$ cat src/rtl/gsm_pkg.sv
// Shared definitions for the GSM modem response parser: ASCII codes,
// receive FSM state encoding and the response match strings.
package gsm_pkg;

  localparam logic [7:0] ASC_CR = 8'h0D;
  localparam logic [7:0] ASC_LF = 8'h0A;
  localparam logic [7:0] ASC_GT = 8'h3E;
  localparam logic [7:0] ASC_SP = 8'h20;
  localparam logic [7:0] ASC_0  = 8'h30;
  localparam logic [7:0] ASC_9  = 8'h39;

  // Number of leading line bytes the classifier looks at (longest match string).
  localparam int HEAD_LEN     = 10;
  localparam int CMGS_PFX_LEN = 7;

  // Match strings, first character in the most significant byte.
  localparam logic [15:0] STR_OK    = "OK";
  localparam logic [39:0] STR_ERROR = "ERROR";
  localparam logic [79:0] STR_CMS   = "+CMS ERROR";
  localparam logic [55:0] STR_CMGS  = "+CMGS: ";

  typedef enum logic [1:0] {
    ST_IDLE     = 2'd0,
    ST_LINE     = 2'd1,
    ST_CLASSIFY = 2'd2
  } gsm_rx_state_t;

  function automatic logic is_digit(input logic [7:0] b);
    return (b >= ASC_0) && (b <= ASC_9);
  endfunction

endpackage

$ cat src/rtl/gsm_dec_acc.sv
// Saturating decimal accumulator: acc = acc*10 + digit per valid digit,
// clamped at 255 so the 8-bit result never wraps.
module gsm_dec_acc
  import gsm_pkg::*;
(
  input  logic       clk,
  input  logic       rst,
  input  logic       clr,
  input  logic       dig_vld,
  input  logic [3:0] dig,
  output logic [7:0] result
);

  logic [9:0]  acc_q;
  logic [11:0] acc_next;

  // Next value before saturation; acc_q never exceeds 255 so 12 bits cover it.
  always_comb begin
    acc_next = ({2'b00, acc_q} * 12'd10) + {8'd0, dig};
  end

  // Accumulator register with clear and saturation.
  always_ff @(posedge clk) begin
    if (!rst) begin
      acc_q <= '0;
    end else if (clr) begin
      acc_q <= '0;
    end else if (dig_vld) begin
      if (acc_next > 12'd255) acc_q <= 10'd255;
      else                    acc_q <= acc_next[9:0];
    end
  end

  assign result = acc_q[7:0];

endmodule

$ cat src/rtl/gsm_resp_parser.sv
// GSM modem response parser: assembles UART bytes into lines and reports
// OK / ERROR / +CMS ERROR / +CMGS: <n> lines and the "> " prompt as pulses.
// Optional inter-byte timeout enabled by defining GSM_RESP_TIMEOUT_EN.
// MAX_LEN must be at least 10 so the longest match string fits the buffer.
//
// state       | meaning
// ------------+------------------------------------------------
// ST_IDLE     | no bytes held
// ST_LINE     | accumulating a line
// ST_CLASSIFY | one cycle, evaluates the completed line
module gsm_resp_parser
  import gsm_pkg::*;
#(
  parameter int MAX_LEN     = 16,
  parameter int TIMEOUT_CYC = 90_000
) (
  input  logic       clk,
  input  logic       rst,
  input  logic [7:0] rx_data,
  input  logic       rx_done,
  output logic       ok_pulse,
  output logic       error_pulse,
  output logic       prompt_pulse,
  output logic       cmgs_pulse,
  output logic [7:0] cmgs_ref,
  output logic       timeout_pulse,
  output logic       busy
);

  localparam int            LW      = $clog2(MAX_LEN + 2);
  localparam logic [LW-1:0] LEN_OVF = LW'(MAX_LEN + 1);

  gsm_rx_state_t state_q, state_nxt;

  logic [7:0]             buf_q [MAX_LEN];
  logic [LW-1:0]          len_q;
  logic                   ovf;
  logic                   is_cr, is_lf, data_byte;
  logic                   prompt_hit, line_start, line_store, line_tmo;
  logic [8*HEAD_LEN-1:0]  head;
  logic                   pfx_cmgs, in_dig_zone, dig_vld, dig_close;
  logic                   dig_open_q, has_dig_q;
  logic                   cls_ok, cls_err, cls_cmgs;
  logic                   ok_set, err_set, prm_set, cmgs_set, tmo_set;
  logic [7:0]             acc_res;

  assign is_cr     = (rx_data == ASC_CR);
  assign is_lf     = (rx_data == ASC_LF);
  assign data_byte = rx_done && !is_cr && !is_lf;
  assign ovf       = (len_q == LEN_OVF);
  assign busy      = (state_q != ST_IDLE);

  // A byte arriving in CLASSIFY starts the next line just like in IDLE.
  assign line_start = (state_q != ST_LINE) && data_byte;
  assign prompt_hit = (state_q == ST_LINE) && data_byte && (len_q == LW'(1)) &&
                      (buf_q[0] == ASC_GT) && (rx_data == ASC_SP);
  assign line_store = (state_q == ST_LINE) && data_byte && !prompt_hit;

  // Leading bytes of the line packed first-character-high for string compares.
  always_comb begin
    head = '0;
    for (int i = 0; i < HEAD_LEN; i++) begin
      head[8*(HEAD_LEN-1-i) +: 8] = buf_q[i];
    end
  end

  // Digit field of a +CMGS line is decoded on the fly once the prefix is held.
  assign pfx_cmgs    = (head[8*HEAD_LEN-1 -: 8*CMGS_PFX_LEN] == STR_CMGS);
  assign in_dig_zone = line_store && (len_q >= LW'(CMGS_PFX_LEN)) && pfx_cmgs && dig_open_q;
  assign dig_vld     = in_dig_zone && is_digit(rx_data);
  assign dig_close   = in_dig_zone && !is_digit(rx_data);

  assign cls_ok   = !ovf && (len_q == LW'(2)) && (head[8*HEAD_LEN-1 -: 16] == STR_OK);
  assign cls_err  = !ovf && (((len_q == LW'(5)) && (head[8*HEAD_LEN-1 -: 40] == STR_ERROR)) ||
                             ((len_q >= LW'(10)) && (head == STR_CMS)));
  assign cls_cmgs = !ovf && has_dig_q && pfx_cmgs;

  gsm_dec_acc u_dec_acc (
    .clk     (clk),
    .rst     (rst),
    .clr     (line_start),
    .dig_vld (dig_vld),
    .dig     (rx_data[3:0]),
    .result  (acc_res)
  );

`ifdef GSM_RESP_TIMEOUT_EN
  localparam int            TW       = $clog2(TIMEOUT_CYC + 1);
  localparam logic [TW-1:0] TMO_LOAD = TW'(TIMEOUT_CYC - 1);

  logic [TW-1:0] tmo_cnt_q;

  // Inter-byte down-counter: reloads on every byte and outside LINE.
  always_ff @(posedge clk) begin
    if (!rst) begin
      tmo_cnt_q <= TMO_LOAD;
    end else if (rx_done || (state_q != ST_LINE)) begin
      tmo_cnt_q <= TMO_LOAD;
    end else if (tmo_cnt_q != '0) begin
      tmo_cnt_q <= tmo_cnt_q - 1'b1;
    end
  end

  // A byte in the expiry cycle wins over the timeout.
  assign line_tmo = (state_q == ST_LINE) && !rx_done && (tmo_cnt_q == '0);
`else
  assign line_tmo = 1'b0;
`endif

  // State register.
  always_ff @(posedge clk) begin
    if (!rst) state_q <= ST_IDLE;
    else      state_q <= state_nxt;
  end

  // Next-state logic.
  always_comb begin
    state_nxt = state_q;
    case (state_q)
      ST_IDLE: begin
        if (data_byte) state_nxt = ST_LINE;
      end
      ST_LINE: begin
        if (rx_done && is_lf) state_nxt = ST_CLASSIFY;
        else if (prompt_hit)  state_nxt = ST_IDLE;
        else if (line_tmo)    state_nxt = ST_IDLE;
      end
      ST_CLASSIFY: begin
        state_nxt = data_byte ? ST_LINE : ST_IDLE;
      end
      default: state_nxt = ST_IDLE;
    endcase
  end

  // Output decode: which pulse fires next cycle, highest-priority class first.
  always_comb begin
    ok_set   = 1'b0;
    err_set  = 1'b0;
    prm_set  = 1'b0;
    cmgs_set = 1'b0;
    tmo_set  = 1'b0;
    case (state_q)
      ST_LINE: begin
        prm_set = prompt_hit;
        tmo_set = line_tmo;
      end
      ST_CLASSIFY: begin
        if (cls_ok)        ok_set   = 1'b1;
        else if (cls_err)  err_set  = 1'b1;
        else if (cls_cmgs) cmgs_set = 1'b1;
      end
      default: ;
    endcase
  end

  // Registered pulses; cmgs_ref captures the accumulator with cmgs_pulse.
  always_ff @(posedge clk) begin
    if (!rst) begin
      ok_pulse      <= 1'b0;
      error_pulse   <= 1'b0;
      prompt_pulse  <= 1'b0;
      cmgs_pulse    <= 1'b0;
      timeout_pulse <= 1'b0;
      cmgs_ref      <= 8'd0;
    end else begin
      ok_pulse      <= ok_set;
      error_pulse   <= err_set;
      prompt_pulse  <= prm_set;
      cmgs_pulse    <= cmgs_set;
      timeout_pulse <= tmo_set;
      if (cmgs_set) cmgs_ref <= acc_res;
    end
  end

  // Line length and digit-field tracking; len saturates at MAX_LEN+1 (overflow).
  always_ff @(posedge clk) begin
    if (!rst) begin
      len_q      <= '0;
      dig_open_q <= 1'b1;
      has_dig_q  <= 1'b0;
    end else if (line_start) begin
      len_q      <= LW'(1);
      dig_open_q <= 1'b1;
      has_dig_q  <= 1'b0;
    end else if (line_store) begin
      if (len_q != LEN_OVF) len_q <= len_q + 1'b1;
      if (dig_vld)          has_dig_q  <= 1'b1;
      if (dig_close)        dig_open_q <= 1'b0;
    end else if (state_nxt == ST_IDLE) begin
      len_q <= '0;
    end
  end

  // Line buffer; bytes beyond MAX_LEN are counted but not stored.
  always_ff @(posedge clk) begin
    for (int i = 0; i < MAX_LEN; i++) begin
      if ((line_start && (i == 0)) || (line_store && (len_q == LW'(i)))) begin
        buf_q[i] <= rx_data;
      end
    end
  end

endmodule

$ cat config.mk
export PLATFORM = sky130hd
export DESIGN_NAME = gsm_resp_parser
export DESIGN_NICKNAME = d
export VERILOG_FILES = /design/src/rtl/gsm_pkg.sv /design/src/rtl/gsm_dec_acc.sv /design/src/rtl/gsm_resp_parser.sv
export SDC_FILE = /design/constraint.sdc
export NUM_CORES = 1
export LEC_CHECK = 0
export ABC_AREA = 1
export CELL_PAD_IN_SITES_DETAIL_PLACEMENT = 0
export CELL_PAD_IN_SITES_GLOBAL_PLACEMENT = 1
export CORE_AREA = 2 2 129 93
export CTS_CLUSTER_SIZE = 12
export DETAILED_ROUTE_END_ITERATION = 8
export DIE_AREA = 0 0 131 95
export GPL_ROUTABILITY_DRIVEN = 0
export PLACE_DENSITY_LB_ADDON = 0.2
export SETUP_SLACK_MARGIN = 0.2
export SYNTH_ARGS = -nofsm -noshare
export SYNTH_HDL_FRONTEND = slang
export SYNTH_HIERARCHICAL = 1
export SYNTH_SLANG_ARGS = --single-unit
export TNS_END_PERCENT = 1
$ cat constraint.sdc
create_clock -name clk -period 4.6 [get_ports clk]
set_clock_uncertainty 0.1 [all_clocks]
set_input_delay 1.15 -clock clk [delete_from_list [all_inputs] [get_ports clk]]
set_output_delay 1.15 -clock clk [all_outputs]
set_load 0.02 [all_outputs]
==> results.md <==
* Count of pins over their slew limit at 0
* Die width at 131 um
* Slowest cell delay on critical path at 0.72 ns
* Maximum net fanout on the critical path at 8
* Data required time of the worst path at 4.49 ns
* Layout Nets at 666
* Slew headroom at 53.6%
* Worst endpoint data arrival time at 3.53 ns
* Main flop type after synthesis: sky130_fd_sc_hd__edfxtp_1
* Initial antenna violation count at 0
* # resized after CTS at 0
* Count of final setup violators at 0
* Post-CTS Setup Inserts at 0
* Clock period minus worst slack at 3.64 ns
* Clock insertion delay at the later pin of the skew report at 0.36 ns
* Number of global-route vias before repair at 3584
* Clock tree from TritonCTS: done
* Pin count of the biggest net entering global routing at 21
* Max-cap viol count at 0
* Critical path startpoint category: primary input
* Starting density of the core at 49.6%
* All-Layer GR Usage at 22.3%
* Vias at 4032
* Port-buffer cells at 23
* Unique cell type count in the Yosys netlist at 47
* WHS Path Cells at 2
* Cells traversed along the worst timing path: clkdlybuf4s50_1, inv_1, nand2_1, nor2_1, and2_4, nor2_4, nand2_1, nor2_4, inv_2, nor2_4, nand2_1, o21ai_1
* Post-DP HPWL at 9680 um
* Area of the placeable core at 0.0114 sq mm
* Setup repair after global routing missed its margin: false
* Worst Hold End: u_dec_acc/acc_q[9]$_SDFFE_PP0P_
* Highest Clock Rate at 275 MHz
* Number of H-tree branching levels at 3
* Share of async-settable or async-resettable flops after synthesis at 0%
* Y dimension of the die at 95 um
* Fraction of layout cells with a size suffix above 1 at 13.7%
* Leakage power total at 0.00263 uW
* Endpoint type of the worst setup path: flop
* Filler cell count in the final layout at 986
* Iteration-0 DRC count of the detailed router at 391
* Post-Synthesis Net Count at 630
* Cell with the biggest individual delay on the critical path: sky130_fd_sc_hd__clkdlybuf4s50_1
* Synthesized cell area at 0.00563 sq mm
* WL per Instance at 15.9 um
* Residual DRC count at 0
* Vias per cell at 5.08
* Start-to-end type of the worst setup path: in -> reg
* Flip-flop and latch count after synthesis at 111
* Worst reg2reg path startpoint: u_dec_acc/acc_q[1]$_SDFFE_PP0P_
* Gate count after technology mapping at 595
* WP buf/inv at 3
* Period Utilization, post-route at 79.1%
* Clock transition time at the flip-flop clock pins of the worst setup and hold paths at 0.07 ns
* 1st-pass router iterations at 5
* Remaining Overflow, GRT at 0
* Path category of the worst min-delay check: reg -> reg
* Least-Margin Pin Slew at 0.691 ns
* Drt total wl at 12600 um
* Top Ports at 25
* Total Neg Setup Slack at 0 ns
* Die area at 0.0124 sq mm
* Mean Syn Cell Area at 9.46 sq um
* Area Growth Syn to Fin at 13.8%
* Site Rows at 33
* End of the worst register-to-register path: u_dec_acc/acc_q[0]$_SDFFE_PP0P_
* Number of warnings issued by yosys at 6
* Power, Total at 2040 uW
* Post-CTS Hold Buffers at 0
* # diodes at 0
* Number of enable flip-flop cells after synthesis at 80
* Root Buffer: sky130_fd_sc_hd__clkbuf_16
* Commonest cells after routing, fill and taps aside: sky130_fd_sc_hd__nor2_1, sky130_fd_sc_hd__nand2_1, sky130_fd_sc_hd__edfxtp_1, sky130_fd_sc_hd__inv_1, sky130_fd_sc_hd__nand3_1
* Endpoints failing hold at 0
* Buffers from clock root to sink, at most at 2
* Most frequent standard cell in the layout excluding fill and tap cells: sky130_fd_sc_hd__nor2_1
* Clock Sinks at 111
* Run status: complete, no violations
* CP delay by family, top: buffers and inverters
* Global-route wire length before repair at 20200 um
* Worst reg-to-reg path cell count at 16
* Max VDD drop at 0.000189 V
* Post-DRT Antenna Nets at 0
* Total CTS buffers at 9
* Worst Hold Launch: u_dec_acc/acc_q[9]$_SDFFE_PP0P_
* Sequential area share after synthesis at 53.7%
* Power per cell area at 319 mW/mm^2
* Setup slack, reg-to-reg at 1.70 ns
## through the flow
stage	hold WS [ns]	utilization (%)	cell area, sq um	std cells	setup WS (ns)
final	0.352	56.4	6400	793	0.962
after global routing	0.384	56.4	6400	793	0.710
after CTS	0.352	56.4	6400	793	0.965
after detailed placement	0.338	53.4	6060	777	0.605
after global placement	0.340	53.4	6060	777	0.680
after floorplan	0.319	-	5630	595	1.36
## synthesized netlist by cell type (2+ instances only)
| master | n | share of area, % |
|---|---|---|
| sky130_fd_sc_hd__a21oi_1 | 15 | 1.3 |
| sky130_fd_sc_hd__buf_4 | 9 | 1.2 |
| sky130_fd_sc_hd__dfxtp_1 | 31 | 11 |
| sky130_fd_sc_hd__edfxtp_1 | 80 | 43 |
| sky130_fd_sc_hd__fa_1 | 2 | 0.71 |
| sky130_fd_sc_hd__ha_1 | 22 | 4.9 |
| sky130_fd_sc_hd__inv_1 | 77 | 5.1 |
| sky130_fd_sc_hd__inv_2 | 5 | 0.33 |
| sky130_fd_sc_hd__nand2_1 | 97 | 6.5 |
| sky130_fd_sc_hd__nand2_2 | 17 | 1.9 |
| sky130_fd_sc_hd__nand2_4 | 3 | 0.60 |
| sky130_fd_sc_hd__nand3_1 | 52 | 4.6 |
| sky130_fd_sc_hd__nand3_2 | 6 | 1.1 |
| sky130_fd_sc_hd__nand3b_1 | 8 | 1.1 |
| sky130_fd_sc_hd__nand4_1 | 11 | 1.2 |
| sky130_fd_sc_hd__nor2_1 | 102 | 6.8 |
| sky130_fd_sc_hd__nor2_2 | 3 | 0.33 |
| sky130_fd_sc_hd__nor2_4 | 9 | 1.8 |
| sky130_fd_sc_hd__nor3_1 | 7 | 0.62 |
| sky130_fd_sc_hd__nor3_2 | 2 | 0.36 |
| sky130_fd_sc_hd__nor4_1 | 5 | 0.56 |
| sky130_fd_sc_hd__nor4b_1 | 2 | 0.31 |
| sky130_fd_sc_hd__or2_1 | 3 | 0.33 |
| sky130_fd_sc_hd__or2_2 | 2 | 0.22 |
| sky130_fd_sc_hd__xor2_1 | 3 | 0.47 |
## how the worst max path moves through the flow
stage,start,endpoint,slack (ns),cells after the start
floorplan,rx_data[6],buf_q[6][0]$_DFFE_PP_,1.36,9
global placement,rx_data[2],buf_q[0][7]$_DFFE_PP_,0.68,12
detailed placement,rx_data[2],buf_q[0][7]$_DFFE_PP_,0.60,12
CTS,rx_data[2],buf_q[0][1]$_DFFE_PP_,0.97,12
global route,rx_data[2],u_dec_acc/acc_q[7]$_SDFFE_PP0P_,0.71,15
finish,rx_data[2],buf_q[0][7]$_DFFE_PP_,0.96,12
## where the power goes
| group | internal (uW) | leakage, uW | switching [uW] |
|---|---|---|---|
| clock network | 490 | 0.000165 | 376 |
| registers | 1080 | 0.000975 | 8.19 |
| logic | 28.0 | 0.00149 | 63.4 |
| total | 1600 | 0.00263 | 447 |
## logic make-up after synthesis
logic type                 Yosys count  share of synthesized area [%]
and+or+nand+nor                    338                           30.5
AOI/OAI and AO/OA                   20                           2.00
xor gates and xnor gates             4                          0.623
other                                1                         0.0666
DFF                                111                           53.7
buffers and inverters               97                           7.45
adders and majority gates           24                           5.60
## registers in the layout, summed over array words and instances (netlist names)
register and cells:
ok_pulse 1, buf_q 80, prompt_pulse 1, state_q 2
cmgs_pulse 1, error_pulse 1, cmgs_ref 8, dig_open_q 1
u_dec_acc/acc_q 10, has_dig_q 1, len_q 5
## worst min-delay path, delay by kind of cell, from the launching register on
family	cells	cell delay (ns)
AND/OR/NAND/NOR	2	0.09
flip-flops	1	0.32
## cell type report
class	count	area [sq um]	share of cell area [%]
timing repair buffer	37	335	5.24
inverter	85	323	5.04
sequential	111	3020	47.2
clock buffer	9	225	3.52
clock inverter	7	114	1.78
tap	157	196	3.07
multi-input combinational	387	2190	34.1
## metal layers
metal  GRT usage, %  share of wire (%)  vias to the layer above
li1               -                  -                     2020
met2           27.5                 37                      141
met3           4.87                8.2                       10
met1           38.2                 53                     1861
met4           5.41                1.1                        0
met5              0                  0                        -
Note: power is estimated with default switching activity, not from simulation.
